## src/rtl/logic_unit_if.sv

```systemverilog
// Valid/ready request and result bundle for the pipelined logic unit.
interface logic_unit_if #(
    parameter int unsigned WIDTH = 8
);
    logic             in_valid;
    logic             in_ready;
    logic [2:0]       op;
    logic             use_acc;
    logic             acc_clr;
    logic [WIDTH-1:0] a;
    logic [WIDTH-1:0] b;
    logic             out_valid;
    logic             out_ready;
    logic [WIDTH-1:0] y;
    logic             zero;
    logic             parity;
    logic [WIDTH-1:0] acc;

    // Requester / result consumer side
    modport master (
        output in_valid, op, use_acc, acc_clr, a, b, out_ready,
        input  in_ready, out_valid, y, zero, parity, acc
    );

    // Logic unit side
    modport slave (
        input  in_valid, op, use_acc, acc_clr, a, b, out_ready,
        output in_ready, out_valid, y, zero, parity, acc
    );
endinterface

```

## src/rtl/logic_unit_pipe.sv

```systemverilog
// Two-stage WIDTH-bit bitwise logic unit with zero/parity flags and a
// chaining accumulator; valid/ready on both sides, one op per cycle.
module logic_unit_pipe #(
    parameter int unsigned WIDTH = 8
) (
    input  logic         clk,
    input  logic         rst_n,
    logic_unit_if.slave  bus
);
    localparam int unsigned OP_W = 3;

    typedef enum logic [OP_W-1:0] {
        OP_AND  = 3'b000,
        OP_OR   = 3'b001,
        OP_XOR  = 3'b010,
        OP_NOT  = 3'b011,
        OP_NAND = 3'b100,
        OP_NOR  = 3'b101,
        OP_XNOR = 3'b110,
        OP_PASS = 3'b111
    } op_e;

    typedef struct packed {
        logic [OP_W-1:0]  op;
        logic             use_acc;
        logic [WIDTH-1:0] a;
        logic [WIDTH-1:0] b;
    } s1_t;

    s1_t              s1_q,       s1_d;
    logic             s1_valid_q, s1_valid_d;
    logic             s2_valid_q, s2_valid_d;
    logic [WIDTH-1:0] y_q,        y_d;
    logic             zero_q,     zero_d;
    logic             parity_q,   parity_d;
    logic [WIDTH-1:0] acc_q,      acc_d;

    logic             s2_free_c;
    logic             s1_move_c;
    logic             in_ready_c;
    logic             accept_c;
    logic [WIDTH-1:0] a_eff_c;
    logic [WIDTH-1:0] res_c;

    // Handshake, operand selection, bitwise op and next-state for both stages
    always_comb begin
        s1_d       = s1_q;
        s1_valid_d = s1_valid_q;
        s2_valid_d = s2_valid_q;
        y_d        = y_q;
        zero_d     = zero_q;
        parity_d   = parity_q;
        acc_d      = acc_q;
        res_c      = '0;

        s2_free_c  = !s2_valid_q || bus.out_ready;
        s1_move_c  = s1_valid_q && s2_free_c;
        in_ready_c = !s1_valid_q || s1_move_c;
        accept_c   = bus.in_valid && in_ready_c;

        // Accumulator substitution lets back-to-back ops chain without a bubble
        a_eff_c = s1_q.use_acc ? acc_q : s1_q.a;

        case (op_e'(s1_q.op))
            OP_AND:  res_c = a_eff_c & s1_q.b;
            OP_OR:   res_c = a_eff_c | s1_q.b;
            OP_XOR:  res_c = a_eff_c ^ s1_q.b;
            OP_NOT:  res_c = ~a_eff_c;
            OP_NAND: res_c = ~(a_eff_c & s1_q.b);
            OP_NOR:  res_c = ~(a_eff_c | s1_q.b);
            OP_XNOR: res_c = ~(a_eff_c ^ s1_q.b);
            OP_PASS: res_c = a_eff_c;
            default: res_c = '0;
        endcase

        // Output stage drains on transfer, refills from S1 on a move
        if (s1_move_c) begin
            s2_valid_d = 1'b1;
            y_d        = res_c;
            zero_d     = (res_c == '0);
            parity_d   = ^res_c;
        end else if (bus.out_ready) begin
            s2_valid_d = 1'b0;
        end

        // Input stage captures on accept, empties when its entry moves on
        if (accept_c) begin
            s1_valid_d = 1'b1;
            s1_d       = '{op: bus.op, use_acc: bus.use_acc, a: bus.a, b: bus.b};
        end else if (s1_move_c) begin
            s1_valid_d = 1'b0;
        end

        // Clear wins over a same-edge update; the in-flight result is untouched
        if (bus.acc_clr) begin
            acc_d = '0;
        end else if (s1_move_c) begin
            acc_d = res_c;
        end
    end

    // Pipeline and accumulator registers with synchronous active-low reset
    always_ff @(posedge clk) begin
        if (!rst_n) begin
            s1_q       <= '0;
            s1_valid_q <= 1'b0;
            s2_valid_q <= 1'b0;
            y_q        <= '0;
            zero_q     <= 1'b0;
            parity_q   <= 1'b0;
            acc_q      <= '0;
        end else begin
            s1_q       <= s1_d;
            s1_valid_q <= s1_valid_d;
            s2_valid_q <= s2_valid_d;
            y_q        <= y_d;
            zero_q     <= zero_d;
            parity_q   <= parity_d;
            acc_q      <= acc_d;
        end
    end

    assign bus.in_ready  = in_ready_c;
    assign bus.out_valid = s2_valid_q;
    assign bus.y         = y_q;
    assign bus.zero      = zero_q;
    assign bus.parity    = parity_q;
    assign bus.acc       = acc_q;
endmodule
```

## src/flat_wrapper.sv

```systemverilog
// flat-port wrapper written by rule: the top's interface ports become plain ports
module logic_unit_pipe_flat 
#(
    parameter int unsigned WIDTH = 8
)
  (clk, rst_n, bus_in_valid, bus_op, bus_use_acc, bus_acc_clr, bus_a, bus_b, bus_out_ready, bus_in_ready, bus_out_valid, bus_y, bus_zero, bus_parity, bus_acc);
  logic_unit_if #(.WIDTH(WIDTH)) bus_i ();
  input  logic clk;
  input  logic rst_n;
  input wire logic [$bits(bus_i.in_valid)-1:0] bus_in_valid;
  input wire logic [$bits(bus_i.op)-1:0] bus_op;
  input wire logic [$bits(bus_i.use_acc)-1:0] bus_use_acc;
  input wire logic [$bits(bus_i.acc_clr)-1:0] bus_acc_clr;
  input wire logic [$bits(bus_i.a)-1:0] bus_a;
  input wire logic [$bits(bus_i.b)-1:0] bus_b;
  input wire logic [$bits(bus_i.out_ready)-1:0] bus_out_ready;
  output wire logic [$bits(bus_i.in_ready)-1:0] bus_in_ready;
  output wire logic [$bits(bus_i.out_valid)-1:0] bus_out_valid;
  output wire logic [$bits(bus_i.y)-1:0] bus_y;
  output wire logic [$bits(bus_i.zero)-1:0] bus_zero;
  output wire logic [$bits(bus_i.parity)-1:0] bus_parity;
  output wire logic [$bits(bus_i.acc)-1:0] bus_acc;
  assign bus_i.in_valid = bus_in_valid;
  assign bus_i.op = bus_op;
  assign bus_i.use_acc = bus_use_acc;
  assign bus_i.acc_clr = bus_acc_clr;
  assign bus_i.a = bus_a;
  assign bus_i.b = bus_b;
  assign bus_i.out_ready = bus_out_ready;
  assign bus_in_ready = bus_i.in_ready;
  assign bus_out_valid = bus_i.out_valid;
  assign bus_y = bus_i.y;
  assign bus_zero = bus_i.zero;
  assign bus_parity = bus_i.parity;
  assign bus_acc = bus_i.acc;
  logic_unit_pipe #(.WIDTH(WIDTH)) u_core (.clk(clk), .rst_n(rst_n), .bus(bus_i));
endmodule
```

## config.mk

```make
export PLATFORM = sky130hd
export DESIGN_NAME = logic_unit_pipe_flat
export DESIGN_NICKNAME = d
export VERILOG_FILES = /design/src/rtl/logic_unit_if.sv /design/src/rtl/logic_unit_pipe.sv /design/src/flat_wrapper.sv
export SDC_FILE = /design/constraint.sdc
export NUM_CORES = 1
export LEC_CHECK = 0
export BUFFER_PORTS_ARGS = -buffer_cell sky130_fd_sc_hd__buf_2
export CAP_MARGIN = 20
export CORE_AREA = 2 2 85 87
export DETAILED_ROUTE_END_ITERATION = 6
export DIE_AREA = 0 0 87 89
export GPL_ROUTABILITY_DRIVEN = 0
export PLACE_DENSITY = 0.66
export SYNTH_ARGS = -nofsm -noshare
export SYNTH_HDL_FRONTEND = slang
export SYNTH_SLANG_ARGS = --single-unit
```

## constraint.sdc

```tcl
create_clock -name clk -period 3.5 [get_ports clk]
set_input_delay 0.7 -clock clk [delete_from_list [all_inputs] [get_ports clk]]
set_output_delay 0.7 -clock clk [all_outputs]
set_load 0.01 [all_outputs]
```

==> reports/metrics.yaml, run 1 <==
hold_path.class: "reg -> reg"
crit_arrival_ns: 3.29
rows: 30
worst_slew_pin_slew_ns: 0.7042
drv_slew: 0
dieArea_um2: 7743
numClockSinks: 40
synth_commonest_cells: "59 x nand2_1, 40 x dfxtp_1, 31 x a21oi_1"
yosys_most_used_dff: "dfxtp_1"
power_density_nw_per_um2: 361.6
area_growth_pct: 10.50
setup_violations: 0
cts_buffers: 5
crit_required_ns: 3.71
cp-end-kind: "flip-flop"
cpMaxStageDelayCell: "dfxtp_1"
slew_headroom_pct: 52.94
min_to: "u_core.s1_q[15]"
htree_levels: 2
switching_share_pct: 31.01
wl_per_cell_um: 14.92
status: "finished, final reports clean"
ios: 45
viasPerCell: 5.322
fin_crit_sh_pct: 87.98
multi_input_area_um2: 1717
postCtsSetupRepairBufs: 0
p_switching_mw: 0.3410
crit_chain: "mux2i_1, ha_1, and2_1, o21ai_0, a31oi_1, or2_1, ha_1, xor2_1, xnor2_1, a211oi_1"
ff2ff_setup_slack_ns: 0.42
yosysWarnings: 0
clkTransAtPathRegs_ns: 0.08
num_vias: 2448
drive_gt1_share_pct: 18.95
grt-ovfl-total: 0
hp-start: "u_core.s1_q[15]"
hold_path_depth: 2
cap_violations: 0
start_util_pct: 40.95
chipHeight_um: 89
fin_setup_tns_ns: 0
reg2reg_depth: 10
io_buffers: 44
synth_top_area_share_pct: 29.10
die_w_um: 87
pwr-share-comb_pct: 23.9
crit_top_cell: "ha_1"
synth.distinct_cells: 37
slowest_delay_ns: 0.68
finalNetCount: 424
r2r-start: "u_core.s1_q[16]"
cts_root_buf: "clkbuf_8"
cts_buffer_depth: 2
synth.avg_cell_area_um2: 7.975
synth_area_leader_cell: "dfxtp_1"
hpwl_um: 5020
grt_pass1_wl_um: 11300
cts-resized-gates: 0
diodes: 0
grt_pass1_vias: 2369
path_class: "reg -> reg"
yosysMostFrequentCell: "nand2_1"
grt_usage_pct: 18.77
antenna_found_initial: 0
cts_tree: "built"
netlist_area_um2: 2751
clock.fmax_mhz: 324.8
r2r_end: "u_core.bus.parity"
cp_max_fo: 9
ys_seq_area_share_pct: 29.10
clk-insertion-delay-late_ns: 0.30
seqPwrFrac_pct: 46.3
p_clk_share_pct: 29.8
syn-instance-count: 345
synth_edf_count: 0
p_total_mw: 1.100
fin_hold_ws_ns: 0.4695
period_minus_slack_ns: 3.079
synth.area.top_cells: "dfxtp_1 29%, ha_1 9.1%, nand2_1 8.0%"
fillers: 678
seq_area_um2: 800.8
cts-hold-fix-buffers: 0
ys_seq_elements: 40
p_int_mw: 0.7586
critPathLaunchType: "flip-flop"
grt_max_degree: 26
drtAntennaViolNets: 0
ys_async_sr_fraction_pct: 0
path_buf_inv: 0
routed_wl_um: 6863
crit_family: "flip-flops"
peakVddDrop_uv: 192.9
remaining_drc_errors: 0
core_area_um2: 6719
hold_violations: 0
rsz0062_at_grt: "no"
syn_nets: 390
first_pass_iters: 4
leakagePower_nw: 1.443
clock_skew_ns: 0.006562
drtIter0Drc: 110
## cells by family (layout without fill, tap and decap cells)
| kind of cell | after synthesis | count (layout) | synth area share [%] |
|---|---|---|---|
| mux | 16 | 16 | 5.821 |
| buf+inv | 41 | 76 | 8.504 |
| compound gates | 89 | 89 | 21.10 |
| fa+ha+maj | 20 | 20 | 9.095 |
| xor+xnor | 3 | 3 | 0.9552 |
| simple gates | 136 | 136 | 25.42 |
| flops | 40 | 40 | 29.10 |
## worst max path at each step
| stage | startpoint | endpoint | slack (ns) | depth (start not counted) |
|---|---|---|---|---|
| floorplan | u_core.s1_q[16] | u_core.bus.parity | 0.94 | 11 |
| global placement | u_core.s1_q[16] | u_core.bus.parity | 0.49 | 10 |
| detailed placement | u_core.s1_q[16] | u_core.bus.parity | 0.43 | 10 |
| CTS | u_core.s1_q[16] | u_core.bus.parity | 0.42 | 10 |
| global route | u_core.s1_q[16] | u_core.bus.parity | 0.17 | 11 |
| finish | u_core.s1_q[16] | u_core.bus.parity | 0.42 | 10 |
## routing by layer
metal	up-vias	wire (um)	track usage, %	share of wire [%]
met5	-	0	0	0
met4	0	102	6.818	1.5
met3	13	406	3.786	5.9
met2	71	3226	31.78	47
met1	1126	3128	23.67	46
li1	1238	-	-	-
## cell usage in the layout, fill, tap and decap left out, types with 2 or more instances in the layout
master     n
ha_1      20
nor2_1    16
nand2b_1   8
xor2_1     2
or3_1      2
and2_1     7
a211oi_1   2
a21o_1    16
nand3_1    8
a21oi_1   31
a211oi_2   8
nor2b_1    9
clkbuf_1   2
buf_2     44
dfxtp_1   40
inv_1     17
nor3b_1    8
o21ai_0   15
clkbuf_8   6
o31ai_1    8
or2_1      8
a31oi_1    8
mux2i_1   16
buf_4      6
nor2_2     3
nand2_1   59
## power by group through the flow
stage	sequential (mW)	clock [mW]	combinational (mW)
after CTS	0.509	0.331	0.264
after floorplan	0.510	0	0.208
after detailed placement	0.520	0	0.263
after global placement	0.520	0	0.259
after global routing	0.513	0.348	0.296
final	0.509	0.328	0.262
## worst register-to-register path, cell delays in order (launching register included)
cell,delay (ns)
dfxtp_1,0.68
mux2i_1,0.40
ha_1,0.29
and2_1,0.15
o21ai_0,0.24
a31oi_1,0.15
or2_1,0.25
ha_1,0.30
xor2_1,0.18
xnor2_1,0.12
a211oi_1,0.22
## sequential cells by signal, summed over array words and instances (netlist names)
signal / cells
u_core.bus.acc: 8
u_core.bus.out_valid: 1
u_core.bus.parity: 1
u_core.bus.y: 8
u_core.bus.zero: 1
u_core.s1_q: 20
u_core.s1_valid_q: 1
## metrics by stage
step	std cells	utilization [%]	setup WS, ns	instance area, um^2
after CTS	460	45.25	0.4227	3040
after detailed placement	452	43.91	0.4348	2950
after global routing	460	45.25	0.1732	3040
after floorplan	345	-	0.9400	2751
after global placement	452	43.91	0.4861	2950
final	460	45.25	0.4209	3040
## final cells by class
cell class                 instances  share of cell area, %
clock buffer                       8                  2.963
timing repair buffer              50                  8.724
inverter                          18                  2.222
sequential                        40                  26.34
multi-input combinational        264                  56.46
tap                               80                  3.292
(Power assumes the default switching activity.)
==> run 2: changes to the inputs <==
CORE_AREA = 2 2 95 97   (was 2 2 85 87)
DIE_AREA = 0 0 97 99   (was 0 0 87 89)
PLACE_DENSITY = 0.56   (was 0.66)
REMOVE_ABC_BUFFERS = 1   (was unset)
==> run 2 against run 1 <==
Net effect:
- sequential share of layout area is 0.52 points lower
- cell area is 2.0% higher
- flip-flop and latch count stayed put
- final cell count is 6.5% higher
- fmax is 7.8% higher
- critical path depth is 1 higher
- clock-buffer cell count stayed put
- clock skew is 0.00096 ns higher
==> reports/metrics.yaml, run 2 (same netlist as run 1, synthesis figures left out) <==
cts_buffer_depth: 2  # unchanged
rows: 34  # was 30
hold_path_depth: 2  # unchanged
drtIter0Drc: 105  # was 110
cpMaxStageDelayCell: "mux2i_1"  # was dfxtp_1
setup_violations: 0  # unchanged
leakagePower_nw: 1.456  # was 1.443 nW
area_growth_pct: 12.73  # was 10.50%
cap_violations: 0  # unchanged
postCtsSetupRepairBufs: 0  # unchanged
final_cell_mix: "59 x nand2_1, 44 x buf_2, 40 x dfxtp_1, 30 x a21oi_1, 20 x ha_1"  # was 59 x nand2_1, 44 x buf_2, 40 x dfxtp_1, 31 x a21oi_1, 20 x ha_1
viasPerCell: 4.886  # was 5.322
grt_pass1_wl_um: 11810  # was 11300 um
dieArea_um2: 9603  # was 7743 um^2
hold_violations: 0  # unchanged
die_w_um: 97  # was 87 um
rsz0062_at_grt: "no"  # unchanged
regMostFlops: "u_core.s1_q"  # unchanged
crit_top_cell: "ha_1"  # unchanged
r2r-start: "u_core.s1_q[16]"  # unchanged
htree_levels: 2  # unchanged
crit_family: "adder cells"  # was flip-flops
clock.fmax_mhz: 350.0  # was 324.8 MHz
hp-start: "u_core.s1_q[11]"  # was u_core.s1_q[15]
finalNetCount: 426  # was 424
period_minus_slack_ns: 2.857  # was 3.079 ns
chipHeight_um: 99  # was 89 um
crit_required_ns: 3.72  # was 3.71 ns
finalWorstSetupSlack_ns: 0.6426  # was 0.4209 ns
reg2reg_depth: 11  # was 10
drive_gt1_share_pct: 19.63  # was 18.95%
cp_max_fo: 5  # was 9
fin_crit_sh_pct: 81.64  # was 87.98%
critPathLaunchType: "flip-flop"  # unchanged
slowest_delay_ns: 0.38  # was 0.68 ns
wl_per_cell_um: 15.00  # was 14.92 um
final_common_cell: "nand2_1"  # unchanged
grt_usage_pct: 15.44  # was 18.77%
drtAntennaViolNets: 0  # unchanged
hold_path.class: "reg -> reg"  # unchanged
core_area_um2: 8551  # was 6719 um^2
seq_area_um2: 800.8  # unchanged
drv_slew: 0  # unchanged
clkTransAtPathRegs_ns: 0.08  # about the same
fin_setup_tns_ns: 0  # unchanged
ios: 45  # unchanged
first_pass_iters: 4  # unchanged
cp-end-kind: "flip-flop"  # unchanged
routed_wl_um: 7351  # was 6863 um
grt-ovfl-total: 0  # unchanged
remaining_drc_errors: 0  # unchanged
largest_reg_flops: 20  # unchanged
ff2ff_setup_slack_ns: 0.64  # was 0.42 ns
multi_input_area_um2: 1720  # was 1717 um^2
peakVddDrop_uv: 126.7  # was 192.9 uV
slew_headroom_pct: 43.25  # was 52.94%
r2r_end: "u_core.bus.parity"  # unchanged
crit_arrival_ns: 3.08  # was 3.29 ns
worst_slew_pin_slew_ns: 0.8492  # was 0.7042 ns
start_util_pct: 32.18  # was 40.95%
grt_pass1_vias: 2328  # was 2369
clock_skew_ns: 0.007520  # was 0.006562 ns
fillers: 917  # was 678
cts-hold-fix-buffers: 0  # unchanged
hpwl_um: 5150  # was 5020 um
power_density_nw_per_um2: 358.7  # was 361.6 nW/um^2
cts_tree: "built"  # unchanged
status: "finished, final reports clean"  # unchanged
crit_chain: "buf_4, mux2i_1, ha_1, and2_1, o21ai_0, a31oi_1, or2_1, ha_1, xor2_1, xnor2_1, a211oi_1"  # was mux2i_1, ha_1, and2_1, o21ai_0, a31oi_1, or2_1, ha_1, xor2_1, xnor2_1, a211oi_1
cts_buffers: 5  # unchanged
p_total_mw: 1.113  # was 1.100 mW
clk-insertion-delay-late_ns: 0.31  # was 0.30 ns
diodes: 0  # unchanged
path_class: "reg -> reg"  # unchanged
io_buffers: 44  # unchanged
antenna_found_initial: 0  # unchanged
min_to: "u_core.s1_q[11]"  # was u_core.s1_q[15]
grt_max_degree: 27  # was 26
numClockSinks: 40  # unchanged
cts_root_buf: "clkbuf_8"  # unchanged
num_vias: 2394  # was 2448
path_buf_inv: 1  # was 0
post-place-ws_ns: 0.6631  # was 0.4348 ns
cts-resized-gates: 0  # unchanged
-- run 2: stage by stage --
step | area, um^2 | hold slack (ns) | std cells | utilization (%)
finish | 3102 | 0.4694 | 490 | 36.27
global route | 3102 | 0.4854 | 490 | 36.27
CTS | 3087 | 0.4662 | 489 | 36.10
detailed placement | 2997 | 0.4540 | 481 | 35.05
global placement | 2997 | 0.4463 | 481 | 35.05
floorplan | 2585 | 0.4357 | 322 | -
-- run 2: where the power goes --
part / switching [mW] / leakage (nW) / internal [mW]
Sequential: 0.0255 / 0.328 / 0.480
Clock: 0.173 / 0.0455 / 0.161
Combinational: 0.153 / 1.08 / 0.120
Total: 0.351 / 1.46 / 0.761
-- run 2: tightest hold or removal path: stages (launching register included) --
cell and delay [ns]:
dfxtp_1 0.32, nand2_1 0.05, a21oi_1 0.05
-- run 2: worst max-delay path by stage --
stage                   endpoint  slack [ns]  cells past startpoint             from
2_1_floorplan  u_core.bus.parity        0.77                     11  u_core.s1_q[16]
3_3_place_gp   u_core.bus.parity        0.71                     11  u_core.s1_q[16]
3_5_place_dp   u_core.bus.parity        0.66                     11  u_core.s1_q[16]
4_1_cts        u_core.bus.parity        0.63                     11  u_core.s1_q[16]
5_1_grt        u_core.bus.parity        0.40                     11  u_core.s1_q[16]
6_report       u_core.bus.parity        0.64                     11  u_core.s1_q[16]
-- run 2: final cells by class --
cell class              instances  area share (%)
multi-input cells             264           55.47
flip-flops and latches         40           25.82
repair buffers                 52           9.278
clock buffers                   8           2.904
well taps                     108           4.357
inverters                      18           2.178
-- run 2: per-layer routing --
metal  GRT usage [%]  part of all wire [%]
met1           21.09                    48
met2           24.09                    45
met3           3.262                   5.8
met4           5.634                   1.6
met5               0                     0
==> run 3: changes to the inputs <==
clock period = 2.9 ns   (was 3.5 ns; I/O delays follow)
==> run 3 against run 2 <==
Net effect:
- critical path type unchanged
- final cell count up 0.61%
- fmax is 2.5% higher
- clock-buffer cell count unchanged
==> reports/metrics.yaml, run 3 (same netlist as run 1, synthesis figures left out) <==
grt_max_degree: 37  # was 27
p_total_mw: 1.371  # was 1.113 mW
remaining_drc_errors: 0  # unchanged
period_minus_slack_ns: 2.787  # was 2.857 ns
slew_headroom_pct: 50.42  # was 43.25%
crit_required_ns: 3.12  # was 3.72 ns
placedCellCount: 482  # was 481
place_area_um2: 3004  # was 2997 um^2
drtAntennaViolNets: 0  # unchanged
cts_buffers: 5  # unchanged
endpoint: "u_core.bus.parity"  # unchanged
numClockSinks: 40  # unchanged
clock_skew_ns: 0.006489  # was 0.007520 ns
final_common_cell: "nand2_1"  # unchanged
finalNonFillerCells: 493  # was 490
worst_slew_pin_slew_ns: 0.7423  # was 0.8492 ns
regMostFlops: "u_core.s1_q"  # unchanged
grt_pass1_vias: 2450  # was 2328
path_class: "reg -> reg"  # unchanged
clock.fmax_mhz: 358.8  # was 350.0 MHz
finalNetCount: 429  # was 426
largest_reg_flops: 20  # unchanged
diodes: 0  # unchanged
critPathLaunch: "u_core.s1_q[16]"  # unchanged
start_util_pct: 32.18  # unchanged
area_growth_pct: 17.78  # was 12.73%
die_w_um: 97  # unchanged
drv_slew: 0  # unchanged
clkTransAtPathRegs_ns: 0.08  # about the same
viasPerCell: 5.101  # was 4.886
cts_buffer_depth: 2  # unchanged
r2r-start: "u_core.s1_q[16]"  # unchanged
peakVddDrop_uv: 206.6  # was 126.7 uV
cts-hold-fix-buffers: 0  # unchanged
r2r_end: "u_core.bus.parity"  # unchanged
grt_usage_pct: 16.03  # was 15.44%
cp_max_fo: 6  # was 5
final_core_util_pct: 37.90  # was 36.27%
hpwl_um: 5126  # was 5150 um
cap_violations: 0  # unchanged
hold_violations: 0  # unchanged
clk-insertion-delay-late_ns: 0.30  # was 0.31 ns
reg2reg_depth: 11  # unchanged
wl_per_cell_um: 15.44  # was 15.00 um
drive_gt1_share_pct: 22.86  # was 19.63%
first_pass_iters: 4  # unchanged
power_density_nw_per_um2: 423.1  # was 358.7 nW/um^2
cts_tree: "built"  # unchanged
htree_levels: 2  # unchanged
fin_setup_tns_ns: 0  # unchanged
setup_violations: 0  # unchanged
cp-end-kind: "flip-flop"  # unchanged
cts_root_buf: "clkbuf_8"  # unchanged
crit_arrival_ns: 3.01  # was 3.08 ns
grt_pass1_wl_um: 12340  # was 11810 um
drtIter0Drc: 98  # was 105
fin_crit_sh_pct: 96.12  # was 81.64%
leakagePower_nw: 1.481  # was 1.456 nW
rows: 34  # unchanged
final_cell_mix: "59 x nand2_1, 44 x buf_2, 40 x dfxtp_1, 30 x a21oi_1, 20 x ha_1"  # unchanged
antenna_found_initial: 0  # unchanged
grt-ovfl-total: 0  # unchanged
dieArea_um2: 9603  # unchanged
hold_path.class: "reg -> reg"  # unchanged
ff2ff_setup_slack_ns: 0.11  # was 0.64 ns
critPathLaunchType: "flip-flop"  # unchanged
chipHeight_um: 99  # unchanged
postLayoutCellArea_um2: 3241  # was 3102 um^2
core_area_um2: 8551  # unchanged
status: "finished, final reports clean"  # unchanged
num_vias: 2515  # was 2394
routed_wl_um: 7613  # was 7351 um
ios: 45  # unchanged
io_buffers: 44  # unchanged
[run 3: cell count changes in the layout (fill, tap and decap cells not counted), sizes merged]
cell / before / now
buf: 52 / 55
[run 3: metrics by stage]
stage,hold slack (ns),worst slack (ns)
after global placement,0.4492,0.1209
after floorplan,0.4357,0.1746
after global routing,0.4785,-0.02287
final,0.4598,0.1127
after detailed placement,0.4450,0.03324
after CTS,0.4571,0.007695
[run 3: power by group]
group / switching [mW] / internal (mW)
registers: 0.0311 / 0.580
logic: 0.199 / 0.159
clock network: 0.208 / 0.195
total: 0.438 / 0.933
[run 3: worst min path at each step]
stage	to	start	cells after the start	slack, ns
floorplan	u_core.s1_q[10]	u_core.s1_q[10]	2	0.44
global placement	u_core.s1_q[9]	u_core.s1_q[9]	2	0.45
detailed placement	u_core.bus.zero	u_core.bus.zero	2	0.45
CTS	u_core.bus.zero	u_core.bus.zero	2	0.46
global route	u_core.bus.zero	u_core.bus.zero	2	0.48
finish	u_core.bus.zero	u_core.bus.zero	2	0.46
[run 3: critical path: stages (launching register included)]
cell and delay (ns):
dfxtp_1 0.38, buf_8 0.18, mux2i_4 0.27, ha_1 0.27
and2_0 0.16, o21ai_0 0.22, a31oi_1 0.14, or2_1 0.24
ha_1 0.28, xor2_1 0.17, xnor2_1 0.15, a211oi_2 0.24
[run 3: final cells by class]
type	instances	area [um^2]
Clock buffer	8	90.09
Inverter	18	67.56
Timing Repair Buffer	55	317.8
Tap cell	108	135.1
Fill cell	900	5310
Sequential cell	40	800.8
Multi-Input combinational cell	264	1829
[run 3: what timing repair did]
item	4_1_cts	5_1_grt
buffers inserted	0	2
hold endpoints to repair	0	0
endpoints found under the setup margin	0	1
gates resized for setup	0	28
[run 3: routing by layer]
layer  part of all wire [%]  vias up  track usage, %
met3                    5.2       14           3.050
met5                      0        -               0
li1                       -     1249               -
met2                     47       63           26.28
met4                    1.7        0           4.225
met1                     46     1189           21.72
